==> config.mk <==
export PLATFORM = sky130hd
export DESIGN_NAME = wb_regfile
export DESIGN_NICKNAME = d
export VERILOG_FILES = /design/src/rtl/wb_regfile.sv
export SDC_FILE = /design/constraint.sdc
export NUM_CORES = 2
export LEC_CHECK = 0
export ABC_AREA = 1
export ABC_CLOCK_PERIOD_IN_PS = 5600
export CAP_MARGIN = 20
export CORE_MARGIN = 2
export CORE_UTILIZATION = 40
export DETAILED_ROUTE_END_ITERATION = 16
export PLACE_DENSITY_LB_ADDON = 0.05
export SYNTH_ARGS = -nofsm -noshare
export SYNTH_HDL_FRONTEND = slang
export SYNTH_SLANG_ARGS = --single-unit
==> constraint.sdc <==
create_clock -name clk -period 5.6 [get_ports clk]
set_clock_uncertainty 0.15 [all_clocks]
set_input_delay 1.4 -clock clk [delete_from_list [all_inputs] [get_ports clk]]
set_output_delay 1.4 -clock clk [all_outputs]
set_load 0.02 [all_outputs]
==> src/rtl/wb_regfile.sv <==
// Architectural register file with WB write port, two ID read ports, commit trace and retire counter.
// Optional feature: define WB_BYPASS_EN for same-cycle write-through on the read ports.
module wb_regfile #(
  parameter int ADDR_W = 5,
  parameter int DATA_W = 32
) (
  input  logic              clk,
  input  logic              rst,
  input  logic              stop_i,
  input  logic              wb_we_i,
  input  logic [ADDR_W-1:0] wb_wr_i,
  input  logic [DATA_W-1:0] wb_wd_i,
  input  logic [31:0]       wb_pc4_i,
  input  logic              wb_have_inst_i,
  input  logic [ADDR_W-1:0] ra1_i,
  input  logic [ADDR_W-1:0] ra2_i,
  output logic [DATA_W-1:0] rd1_o,
  output logic [DATA_W-1:0] rd2_o,
  output logic [31:0]       dbg_pc_o,
  output logic [3:0]        dbg_we_o,
  output logic [ADDR_W-1:0] dbg_wnum_o,
  output logic [DATA_W-1:0] dbg_wdata_o,
  output logic              dbg_valid_o,
  output logic [31:0]       retired_cnt_o
);

  localparam int NREG = 2 ** ADDR_W;

  logic [DATA_W-1:0] rf_q [NREG];
  logic [DATA_W-1:0] rf_d [NREG];

  logic              wr_en_s;
  logic              commit_s;

  logic [31:0]       dbg_pc_q,    dbg_pc_d;
  logic [3:0]        dbg_we_q,    dbg_we_d;
  logic [ADDR_W-1:0] dbg_wnum_q,  dbg_wnum_d;
  logic [DATA_W-1:0] dbg_wdata_q, dbg_wdata_d;
  logic              dbg_valid_q, dbg_valid_d;
  logic [31:0]       retired_cnt_q, retired_cnt_d;

  assign wr_en_s  = wb_we_i && (wb_wr_i != '0);
  // Stalled insts are seen repeatedly; only the cycle stop_i drops counts as the commit.
  assign commit_s = wb_have_inst_i && !stop_i && !wb_pc4_i[31];

  function automatic logic [DATA_W-1:0] read_port(input logic [ADDR_W-1:0] ra);
    logic [DATA_W-1:0] val;
    if (ra == '0) begin
      val = '0;
`ifdef WB_BYPASS_EN
    end else if (wr_en_s && (ra == wb_wr_i)) begin
      val = wb_wd_i;
`endif
    end else begin
      val = rf_q[ra];
    end
    return val;
  endfunction

  // Combinational read ports
  always_comb begin
    rd1_o = read_port(ra1_i);
    rd2_o = read_port(ra2_i);
  end

  // Register-array next state; writes are not gated by stop_i (rewrite is idempotent)
  always_comb begin
    rf_d = rf_q;
    if (wr_en_s) begin
      rf_d[wb_wr_i] = wb_wd_i;
    end else begin
      rf_d = rf_q;
    end
  end

  // Trace and retire-counter next state
  always_comb begin
    dbg_pc_d      = dbg_pc_q;
    dbg_we_d      = dbg_we_q;
    dbg_wnum_d    = dbg_wnum_q;
    dbg_wdata_d   = dbg_wdata_q;
    dbg_valid_d   = commit_s;
    retired_cnt_d = retired_cnt_q;
    if (commit_s) begin
      dbg_pc_d      = wb_pc4_i - 32'd4;
      dbg_we_d      = {4{wr_en_s}};
      dbg_wnum_d    = wb_wr_i;
      dbg_wdata_d   = wb_wd_i;
      retired_cnt_d = retired_cnt_q + 32'd1;
    end else begin
      retired_cnt_d = retired_cnt_q;
    end
  end

  // State registers with synchronous reset taking priority over everything
  always_ff @(posedge clk) begin
    if (rst) begin
      for (int i = 0; i < NREG; i++) begin
        rf_q[i] <= '0;
      end
      dbg_pc_q      <= 32'd0;
      dbg_we_q      <= 4'd0;
      dbg_wnum_q    <= '0;
      dbg_wdata_q   <= '0;
      dbg_valid_q   <= 1'b0;
      retired_cnt_q <= 32'd0;
    end else begin
      for (int i = 0; i < NREG; i++) begin
        rf_q[i] <= rf_d[i];
      end
      dbg_pc_q      <= dbg_pc_d;
      dbg_we_q      <= dbg_we_d;
      dbg_wnum_q    <= dbg_wnum_d;
      dbg_wdata_q   <= dbg_wdata_d;
      dbg_valid_q   <= dbg_valid_d;
      retired_cnt_q <= retired_cnt_d;
    end
  end

  assign dbg_pc_o      = dbg_pc_q;
  assign dbg_we_o      = dbg_we_q;
  assign dbg_wnum_o    = dbg_wnum_q;
  assign dbg_wdata_o   = dbg_wdata_q;
  assign dbg_valid_o   = dbg_valid_q;
  assign retired_cnt_o = retired_cnt_q;

endmodule

## Word level (Yosys, flattened, before mapping)

Cells that the tools add are included.

| word-level totals | value |
|---|---|
| flip-flop bits (word level) | 1127 |
| input bits | 84 |
| output and inout port bits | 170 |

| operators by class | value |
|---|---|
| add/sub/neg operators | 2 |
| $lt $le $gt $ge | 4 |
| muxes and demuxes | 11 |
| bitwise operators | 3 |
| reduce and logical (&&, ||, !) cells | 9 |

Operators by type and width:

| kind | count |
|---|---|
| $bwmux 1024 | 1 |
| $bmux 32 s5 | 2 |
| $mux 32 | 7 |
| $demux 32 s5 | 1 |
| $add 32x1->32 const B | 1 |
| $sub 32x3->32 const B | 1 |
| $ge 6x6->1 const B | 3 |
| $not 5->6 | 3 |
| $logic_not 5->1 | 2 |
| $lt 6x1->1 const B | 1 |
| $reduce_bool 5->1 | 1 |
| $logic_and 1x1->1 | 4 |
| $logic_not 1->1 | 2 |

## Logic depth before layout (Yosys ltp)

| depth | value |
|---|---|
| depth in word-level cells | 6 |
| gate-level depth with buffers | 12 |

## Worst setup path before layout

No wires, ideal clock.

| path | value |
|---|---|
| path type | input port to output port |
| from | input port ra1_i[0] |
| to | output port rd1_o[5] |
| arrival | 2770 ps |
| data required time | 4050 ps |
| setup slack | 1280 ps |
| stages | 11 |
| path through | buf_2 > inv_1 > buf_2 > buf_2 > buf_2 > o211ai_1 > a21oi_1 > nor2_1 > nand2_1 > nand2_1 > nor2_1 |

| between the ends | value |
|---|---|
| cells in the longest elaborated chain, start to end | 5 |
| elaborated cells on any way between the ends | 6 |
| classes of those cells | mux (4); bitwise (1); reduce/logical (1) |

Ends and longest elaborated chain:

| item | line | source |
|---|---|---|
| start, declared | 15 | `input logic [ADDR_W-1:0] ra1_i,` |
| $not 5->6 (not written as such) | 55 | `val = rf_q[ra];` |
| $bmux 32 s5 | 55 |  |
| $mux 32 (not written as such) (2 in series) | 55 |  |
| $mux 32 * | 48 | `if (ra == '0) begin` |
| end, declared | 17 | `output logic [DATA_W-1:0] rd1_o,` |

Mark *: on every way between the ends. The rest lies on a longest branch, timed or not. The select of a mux whose other input is x is not followed.

## Final worst setup path

| path | value |
|---|---|
| from | input port ra1_i[1] |
| to | output port rd1_o[21] |

The elaborated chain is that of the path after synthesis.

==> summary.md <==
| Metric | Value |
|---|---|
| Arrival time worst endpoint | 3.99 ns |
| PwrDens | 289.6 nW/um2 |
| Post-DP HPWL | 177300 um |
| Final Critical Period | 5.538 ns |
| Reg2Reg Depth | 7 |
| R2R Path Start | retired_cnt_o[1] |
| Die W | 392.6 um |
| Crit Path Max Fanout | 28 |
| Yosys top cell area share | 0.3735 |
| CTS tree | done |
| Critical path's top delay family | buffers and inverters |
| Type of origin of the critical path | input port |
| Hold endpoint | rf_q[1016] |
| WL per Instance | 24.16 um |
| CP peak stage delay | 0.55 ns |
| Multi-input gate area | 33350 um2 |
| Synth unique cells | 32 |
| Worst path cell trace | buf_8, inv_8, buf_12, buf_12, nand3_1, nand3_1, nand2_1, nor2_1, nand2_1, nand2_1, nor2_1, clkdlybuf4s50_1 |
| Max-Cap Viols | 0 |
| Part of the Yosys area used for sequential elements | 0.3735 |
| Synth area leader | dfxtp_1 |
| Vias | 69510 |
| Worst R2R Setup Slack | 3.43 ns |
| Die Footprint | 154100 um2 |
| Vias per inst | 5.721 |
| Final worst path period share | 0.9890 |
| Critical Path RT | 4.05 ns |
| Post-route ant nets | 0 |
| Post-CTS Hold Buffers | 0 |
| RSZ-0062 raised after global routing | no |
| Synth Cell Area | 60400 um2 |
| Drt pass-1 iters | 8 |
| Post-DP Area | 66240 um2 |
| GRT Total Usage | 0.3695 |
| Dpl cells | 11900 |
| GR Overflow Total | 0 |
| Gate power share | 0.138 |
| DRC | 0 |
| Vias in the first global route | 62470 |
| DRT iter0 DRCs | 9385 |
| Hold Vio Cnt, Final | 0 |
| Post-synthesis cell count | 10110 |
| Endpoints failing setup | 0 |
| Dpl ws | -0.03534 ns |
| NetSw | 5903 uW |
| Syn-to-layout area delta | 17.63% |
| CTS root buffer | clkbuf_16 |
| Switching Fraction | 0.2869 |
| CP max-delay cell | clkdlybuf4s50_1 |
| CP Buf/Inv Count | 5 |
| FF+latch area | 22560 um2 |
| Worst hold start | rf_q[1016] |
| IO Port Bufs | 253 |
| WL final | 293500 um |
| Share of post-route cells with drive strength above 1 | 0.07000 |
| Post-route cell area | 71040 um2 |
| Non-filler instance count after layout | 12150 |
| Static Leak | 0.02995 uW |
| Fmax | 180.6 MHz |
| Total power | 20570 uW |
| Antenna violations before repair | 15 |
| Seq pwr share | 0.399 |
| Layout Nets | 10110 |
| CTS Buf Count | 139 |
| Top cell by count, worst path | nand2_1 |
| Yosys warnings | 0 |
| First-pass GRT wire length | 426300 um |
| Syn Area/Cell | 5.972 um2 |
| Clock tree sinks | 1127 |
| CTS Buffer Depth | 3 |
| Largest net degree at the start of global routing | 132 |
| Starting Density | 0.4028 |
| Int Power | 14670 uW |
| Status | finished clean |
| Clock Power Share | 0.463 |
| Hold Path Depth | 2 |
| Slew headroom | 0.1985 |
| Worst-Margin Slew | 1.202 ns |
| Post-CTS setup buffers | 0 |
| Critical Path Sink Type | output pin |
| Chip height | 392.6 um |
| Syn_nets | 10200 |
| Row count | 142 |
| Peak VDD IR | 298.4 uV |
| # H-tree levels | 4 |
| Filler cells | 15630 |
| Routability Congestion | 0.9095 |
| Clock-pin slew on the worst setup and hold paths | 0.06 ns |
| Crit Path Category | input port to output pin |
| Worst Hold Class | flop to flop |
| Ranking of synthesized cells by area | dfxtp_1 37%, nor2_1 17%, nand2_1 13% |
| Worst-Skew Late Latency | 0.80 ns |
| Setup_tns | 0 ns |
| Seq cells post-synth | 1127 |
| Post-route setup slack | 0.06160 ns |
| IO Pins | 254 |
| Worst r2r dst | retired_cnt_o[24] |
| Core Area | 150000 um2 |
| Max-slew violations | 0 |
| Crit path depth | 12 |
==> metrics by stage <==
stage	hold slack (ns)	utilization
2_1_floorplan	0.2663	-
3_3_place_gp	0.2769	0.4416
3_5_place_dp	0.2796	0.4417
4_1_cts	0.2889	0.4734
5_1_grt	0.3060	0.4737
6_report	0.2906	0.4738
==> registers in the layout (all words and copies together), names as in the netlist <==
name,cells
rf_q,1024
dbg_pc_o,32
dbg_wdata_o,32
retired_cnt_o,32
dbg_wnum_o,5
dbg_valid_o,1
dbg_we_o,1
==> cells in the final DEF (no fill, tap or decap), types with 11 or more instances in the layout <==
cell type and n:
nor2_1 2669, nand2_1 2164, o21ai_0 1428, dfxtp_1 1127, nand3_1 1021, a21oi_1 343
inv_1 300, buf_4 298, clkdlybuf4s50_1 207, clkbuf_16 147, buf_12 101, o211ai_1 47
clkbuf_8 35, clkinv_2 25, clkbuf_1 25, nor2_4 18, nand4_1 18, inv_2 17
buf_2 14, o21a_1 12, nor2_2 11
==> power by group through the flow <==
stage	Sequential (uW)	Combinational [uW]	Clock (uW)
5_1_grt	8220	2990	9940
2_1_floorplan	8390	1430	0
3_3_place_gp	8380	2740	0
4_1_cts	8210	2760	9610
3_5_place_dp	8380	2750	0
6_report	8210	2840	9520
==> area by class of cell <==
class                           instances  area share
Sequential cell                      1127      0.3176
Inverter                              335     0.01835
Antenna cell                            7   0.0002466
Tap cell                             2016     0.03550
Clock inverter                         41    0.006974
Timing Repair Buffer                  628     0.09204
Multi-Input combinational cell       7790      0.4694
Clock buffer                          207     0.05988
==> cell usage after synthesis <==
cell type,instances
nand4_1,18
a31oi_1,7
and3_1,1
nor3b_1,2
nand3b_1,1
nor3_2,3
nor2_1,2693
dfxtp_1,1127
o211ai_1,47
nor2_4,1
nand2_1,2168
or2_2,2
o221ai_1,1
xnor2_1,3
a21oi_1,343
clkbuf_1,587
o21a_1,12
o21ai_1,10
nor2_2,4
buf_2,116
inv_1,320
nor3_1,10
ha_1,2
clkinv_1,3
clkbuf_2,1
inv_2,12
o21bai_1,6
xor2_1,5
buf_1,153
nand3_1,1023
buf_4,4
o21ai_0,1428
==> cells by family after synthesis <==
family,Yosys count,share of synthesized area
AO/OA/AOI/OAI,1854,0.1565
XOR/XNOR,8,0.001160
adder cells (fa/ha/maj),2,0.0004143
buffers and inverters,1196,0.07700
flip-flops,1127,0.3735
AND/OR/NAND/NOR,5926,0.3913
==> worst reg2reg max path, stage by stage, from the launching register on <==
cell and delay [ns]:
dfxtp_1 0.42, ha_1 0.23, inv_1 0.07, nor3_1 0.60
nand4_1 0.33, nor2_1 0.18, nor2_1 0.05, nor2_1 0.09
==> worst max path at each step <==
stage / start / end / slack (ns)
after floorplan: ra1_i[0] / rd1_o[5] / 1.28
after CTS: ra1_i[0] / rd1_o[10] / 0.05
after detailed placement: ra1_i[0] / rd1_o[9] / -0.04
final: ra1_i[1] / rd1_o[21] / 0.06
after global routing: ra1_i[1] / rd1_o[21] / 0.04
after global placement: ra1_i[0] / rd1_o[9] / -0.08
==> metal layers <==
metal / global-route usage / routed length, um / part of all wire / up-vias
li1: - / - / - / 32280
met1: 0.4989 / 121700 / 0.41 / 32580
met2: 0.5704 / 128100 / 0.44 / 3969
met3: 0.07906 / 31360 / 0.11 / 682
met4: 0.1507 / 12390 / 0.042 / 2
met5: 0 / 11 / 0.000037 / -
==> repair_timing <==
item / in CTS / in global routing
setup endpoints to repair: 1 / 2
pin swaps: 0 / 0
cloned: 0 / 0
gates resized for setup: 1 / 5
Note: power is estimated with default switching activity, not from simulation.
